===== config.mk =====
export PLATFORM = sky130hd
export DESIGN_NAME = count_seq_ctrl
export DESIGN_NICKNAME = d
export VERILOG_FILES = /design/src/rtl/count_seq_ctrl.sv
export SDC_FILE = /design/constraint.sdc
export NUM_CORES = 1
export LEC_CHECK = 0
export BUFFER_PORTS_ARGS = -buffer_cell sky130_fd_sc_hd__buf_2
export CAP_MARGIN = 40
export CORE_MARGIN = 10
export CORE_UTILIZATION = 25
export CTS_BUF_LIST = sky130_fd_sc_hd__clkbuf_8
export CTS_CLUSTER_DIAMETER = 60
export DETAILED_ROUTE_END_ITERATION = 8
export RECOVER_POWER = 25
export SETUP_SLACK_MARGIN = 0.3
export SLEW_MARGIN = 5
export SYNTH_ARGS = -nofsm -noshare
export SYNTH_HDL_FRONTEND = slang
export SYNTH_SLANG_ARGS = --single-unit
export TNS_END_PERCENT = 30

===== constraint.sdc =====
create_clock -name clk -period 1.87 [get_ports clk]
set_clock_uncertainty 0.1 [all_clocks]
set_input_delay 0 -clock clk [delete_from_list [all_inputs] [get_ports clk]]
set_output_delay 0 -clock clk [all_outputs]
set_load 0.1 [all_outputs]

===== src/rtl/count_seq_ctrl.sv =====
// Sequencer for a 4-bit loadable up/down counter: runs (reps+1) passes from start to end.
// Optional pause input and RUN freeze are compiled in with COUNT_SEQ_PAUSE_EN.
module count_seq_ctrl #(
  parameter int WIDTH  = 4,
  parameter int REPS_W = 2
) (
  input  logic              clk,
  input  logic              rstn,
  input  logic              cmd_valid,
  output logic              cmd_ready,
  input  logic [WIDTH-1:0]  cmd_start,
  input  logic [WIDTH-1:0]  cmd_end,
  input  logic              cmd_dir,
  input  logic [REPS_W-1:0] cmd_reps,
  input  logic              abort,
`ifdef COUNT_SEQ_PAUSE_EN
  input  logic              pause,
`endif
  input  logic [WIDTH-1:0]  ctr_q,
  output logic              ctr_load,
  output logic              ctr_mode,
  output logic [WIDTH-1:0]  ctr_in,
  output logic              busy,
  output logic              done,
  output logic [REPS_W-1:0] pass_idx
);

  localparam logic [1:0] S_IDLE = 2'd0;
  localparam logic [1:0] S_LOAD = 2'd1;
  localparam logic [1:0] S_RUN  = 2'd2;
  localparam logic [1:0] S_DONE = 2'd3;

  logic [1:0]        state_q, state_d;
  logic [WIDTH-1:0]  start_q, start_d;
  logic [WIDTH-1:0]  end_q, end_d;
  logic              dir_q, dir_d;
  logic [REPS_W-1:0] reps_q, reps_d;
  logic [REPS_W-1:0] pass_q, pass_d;
  logic              frozen;

`ifdef COUNT_SEQ_PAUSE_EN
  assign frozen = pause;
`else
  assign frozen = 1'b0;
`endif

  always_comb begin
    state_d   = state_q;
    start_d   = start_q;
    end_d     = end_q;
    dir_d     = dir_q;
    reps_d    = reps_q;
    pass_d    = pass_q;
    cmd_ready = 1'b0;
    done      = 1'b0;
    // The counter has no enable, so the idle behaviour is a self-reload.
    ctr_load  = 1'b1;
    ctr_mode  = 1'b0;
    ctr_in    = ctr_q;

    case (state_q)
      S_IDLE: begin
        cmd_ready = !abort;
        if (cmd_valid && !abort) begin
          start_d = cmd_start;
          end_d   = cmd_end;
          dir_d   = cmd_dir;
          reps_d  = cmd_reps;
          pass_d  = '0;
          state_d = S_LOAD;
        end
      end
      S_LOAD: begin
        ctr_in  = start_q;
        state_d = S_RUN;
      end
      S_RUN: begin
        if (!frozen) begin
          if (ctr_q != end_q) begin
            ctr_load = 1'b0;
            ctr_mode = dir_q;
          end else if (pass_q != reps_q) begin
            ctr_in = start_q;
            pass_d = pass_q + 1'b1;
          end else begin
            state_d = S_DONE;
          end
        end
      end
      default: begin
        done    = 1'b1;
        state_d = S_IDLE;
      end
    endcase

    // Abort wins over everything, including a pending completion pulse.
    if (abort) begin
      state_d  = S_IDLE;
      pass_d   = '0;
      done     = 1'b0;
      ctr_load = 1'b1;
      ctr_mode = 1'b0;
      ctr_in   = ctr_q;
    end
  end

  always_ff @(posedge clk or negedge rstn) begin
    if (!rstn) begin
      state_q <= S_IDLE;
      start_q <= '0;
      end_q   <= '0;
      dir_q   <= 1'b0;
      reps_q  <= '0;
      pass_q  <= '0;
    end else begin
      state_q <= state_d;
      start_q <= start_d;
      end_q   <= end_d;
      dir_q   <= dir_d;
      reps_q  <= reps_d;
      pass_q  <= pass_d;
    end
  end

  assign busy     = (state_q != S_IDLE);
  assign pass_idx = pass_q;

endmodule

==> results.tsv <==
stage	metric	value	unit
status	outcome	complete, but fails checks	
route	Post-Route WL	2500	µm
sta	Relative slew margins	44.6	%
global_route	global-route wire length before repair	4150	µm
route	DR top layer	met4	
placed_design	post-place instance area	0.00127	mm²
synth	library cells used by synthesis	25	
cells_and_area	Final Cell Area	0.00165	mm²
die	Die Y	80.7	µm
clock_tree	htree depth	1	
sta	min Tclk post-route	1960	ps
die	Ports	30	
route	DRC	0	
worst_setup_path	critical path class	flop to primary output	
worst_setup_path	Arrival @ worst endpoint	1860	ps
placed_design	Placer Congestion	0.742	
cells_and_area	Fill cells	319	
clock_tree	CTS sink cnt	15	
cells_and_area	final net count	163	
worst_hold_path	Min-Delay Path Class	primary input to flop	
synth	Mapped Cells	88	
route	Pre-antenna DRT Iters	4	
placed_design	HPWL Detailed	1860	µm
clock_tree	clock-pin slew on the worst setup and hold paths	60	ps
die	Die X-Extent	80.7	µm
pwr	Switch Pwr	1250	µW
pwr	IR drop worst, VDD	745	µV
global_route	GRT Residual Overflow	0	
pwr	Switching Share	47.6	%
worst_setup_path	Worst Path Max Fanout	8	
sta	pins over their slew limit	0	
cells_and_area	ant diodes	0	
die	die area	0.00650	mm²
sta	Worst Max-Slew Pin Slew	832	ps
placed_design	DP Worst Slack	99.2	ps
synth	Synthesized Nets	111	
synth	mapped cell area	920	µm²
synth	Avg Inst Size Synth	10.5	µm²
sta	Final Hold Vio Count	0	
route	DR vias/cell	4.55	
placed_design	Buffers on Ports	29	
synth	flops & latches, synth	15	
pwr	Clock power frac	9.9	%
clock_tree	CTS Buf Count	3	
global_route	vias in the first global route	869	
global_route	initial antenna violation count	0	
route	DR WL met2	1120	µm
route	violation count after the first detailed-route iteration	61	
sta	period utilization	105	%
route	met1 wire length	1140	µm
sta	RSZ-0062 raised after global routing	true	
pwr	sequential fraction of design power	23.6	%
worst_setup_path	Worst setup EP type	primary output	
cells_and_area	most common cell after layout, fill and taps aside	buf_2	
synth	Ys Warns	0	
die	site row count	21	
cells_and_area	final core occ	47.9	%
cells_and_area	share of cells above drive strength 1	53.2	%
global_route	GRT Total Usage	8.17	%
die	core area	0.00344	mm²
synth	post-synthesis sequential area ratio	40.8	%
cells_and_area	most frequent cells in the layout	buf_2 (20), dfrtp_1 (13), mux2_4 (12), dlygate4sd3_1 (12), nand3_1 (8)	
clock_tree	root buffer cell	clkbuf_8	
die	Initial Util	26.7	%
worst_setup_path	Worst path max stage delay	400	ps
route	Final ANT Viol Nets	0	
worst_setup_path	CP required	1770	ps
clock_tree	Clock Path Buffers	2	
placed_design	placed instance count	163	
route	WL met3	190	µm
worst_setup_path	crit path cell chain	xor2_2 -> nor4_4 -> o21ai_4 -> o211ai_1 -> buf_12	
route	routed len/inst	13.5	µm
cells_and_area	Layout Cells excl Fill	185	
status	failing checks	negative setup slack	
pwr	PwrDens	1590	mW/mm²
worst_setup_path	startpoint types	flop	
cells_and_area	synthesis-to-finish area growth	79.3	%
route	via count	841	
pwr	P_int	1370	µW
clock_tree	CTS tree	built	
sta	fmax	0.510	GHz
pwr	Comb power frac	66.5	%
global_route	largest net degree at the start of global routing	16	
sta	final worst slack	-91.9	ps
worst_setup_path	CP max-delay cell	dfrtp_1	
clock_tree	Worst-Skew Late Latency	250	ps
pwr	Leak	0.000749	µW
run	Max Cap Viol	0	
sta	final setup vio count	6	
==> area by class of cell <==
| cell class | count | area (µm²) | share of cell area (%) |
|---|---|---|---|
| Sequential cell | 15 | 383 | 23.2 |
| Multi-Input combinational cell | 66 | 701 | 42.5 |
| Clock buffer | 3 | 41.3 | 2.50 |
| Timing Repair Buffer | 49 | 440 | 26.7 |
| Inverter | 5 | 22.5 | 1.37 |
| Clock inverter | 1 | 3.75 | 0.228 |
| Tap cell | 46 | 57.6 | 3.49 |
==> state kept, by name, summed over array words and instances, names as in the netlist <==
signal    cells
end_q         4
dir_q         1
pass_idx      2
start_q       4
reps_q        2
state_q       2
==> power groups by stage <==
| stage | combinational [µW] | clock, µW | sequential (µW) |
|---|---|---|---|
| 2_1_floorplan | 1000 | 0 | 606 |
| 3_3_place_gp | 1390 | 0 | 575 |
| 3_5_place_dp | 1400 | 0 | 585 |
| 4_1_cts | 1650 | 264 | 620 |
| 5_1_grt | 1840 | 288 | 639 |
| 6_report | 1740 | 259 | 618 |
==> worst paths after layout <==
path                            startpoint          end  slack [ps]  cells past startpoint
worst min-delay path                 abort   state_q[0]         110                      3
min in group asynchronous             rstn   state_q[0]         260                      2
worst max-delay path              end_q[1]    ctr_in[2]         -90                      5
worst min register to register       dir_q        dir_q         420                      1
max in group asynchronous             rstn  pass_idx[1]         800                      2
worst max register to register    end_q[1]   state_q[0]         -30                      7
==> cell families (layout without fill, tap and decap cells) <==
kind of cell / count (synthesis) / count (layout) / synth area share (%)
AOI/OAI and AO/OA: 16 / 16 / 11.6
xor gates and xnor gates: 6 / 6 / 5.71
and+or+nand+nor: 26 / 26 / 16.6
muxes: 14 / 14 / 16.9
adders and majority gates: 4 / 4 / 5.44
DFF: 15 / 15 / 40.8
buffers and inverters: 7 / 58 / 2.99
==> routing by layer <==
layer  up-vias  track usage, %
met5         -               0
met4         0            3.98
met3         6            3.45
met2        26            12.2
met1       402            9.84
li1        407               -
==> what timing repair did <==
| action | 4_1_cts | 5_1_grt |
|---|---|---|
| endpoints found under the hold margin | 26 | 0 |
| setup buffers | 2 | 4 |
| setup endpoints to repair | 21 | 23 |
| gates resized for setup | 31 | 7 |
| pin swaps | 12 | 6 |
| hold buffers | 12 | 0 |
==> cell usage after synthesis <==
cell type / number / area, µm²
or4_1: 1 / 7.51
nand2b_1: 3 / 18.8
dfrtp_1: 15 / 375
xor2_1: 6 / 52.6
nor2b_1: 3 / 18.8
a21o_1: 1 / 7.51
ha_1: 4 / 50.1
nand2_1: 2 / 7.51
mux2_2: 11 / 124
nor4_4: 1 / 21.3
mux2_1: 1 / 11.3
and2_1: 2 / 12.5
a21oi_2: 1 / 8.76
a22oi_1: 4 / 30.0
mux2i_1: 2 / 20.0
a21oi_1: 2 / 10.0
o211ai_1: 4 / 30.0
inv_1: 5 / 18.8
clkbuf_1: 1 / 3.75
buf_2: 1 / 5.00
nor2_1: 5 / 18.8
nand3b_1: 1 / 7.51
nand3_1: 8 / 40.0
o21ai_0: 2 / 10.0
o21ai_1: 2 / 10.0
==> per-stage QoR <==
stage	total power, µW	hold WS, ps	TNS (ps)
floorplan	1610	-396	-11540
global placement	1960	-172	0
detailed placement	1990	-168	0
CTS	2540	95.9	-380
global route	2770	149	-915
finish	2620	111	-304
==> critical path, delay by kind of cell, from the launching register on <==
family                 cells  cell delay, ps
AO/OA/AOI/OAI              2             480
XOR/XNOR                   1             160
buffers and inverters      1             220
flip-flops                 1             400
AND/OR/NAND/NOR            1             340
(Power assumes the default switching activity.)
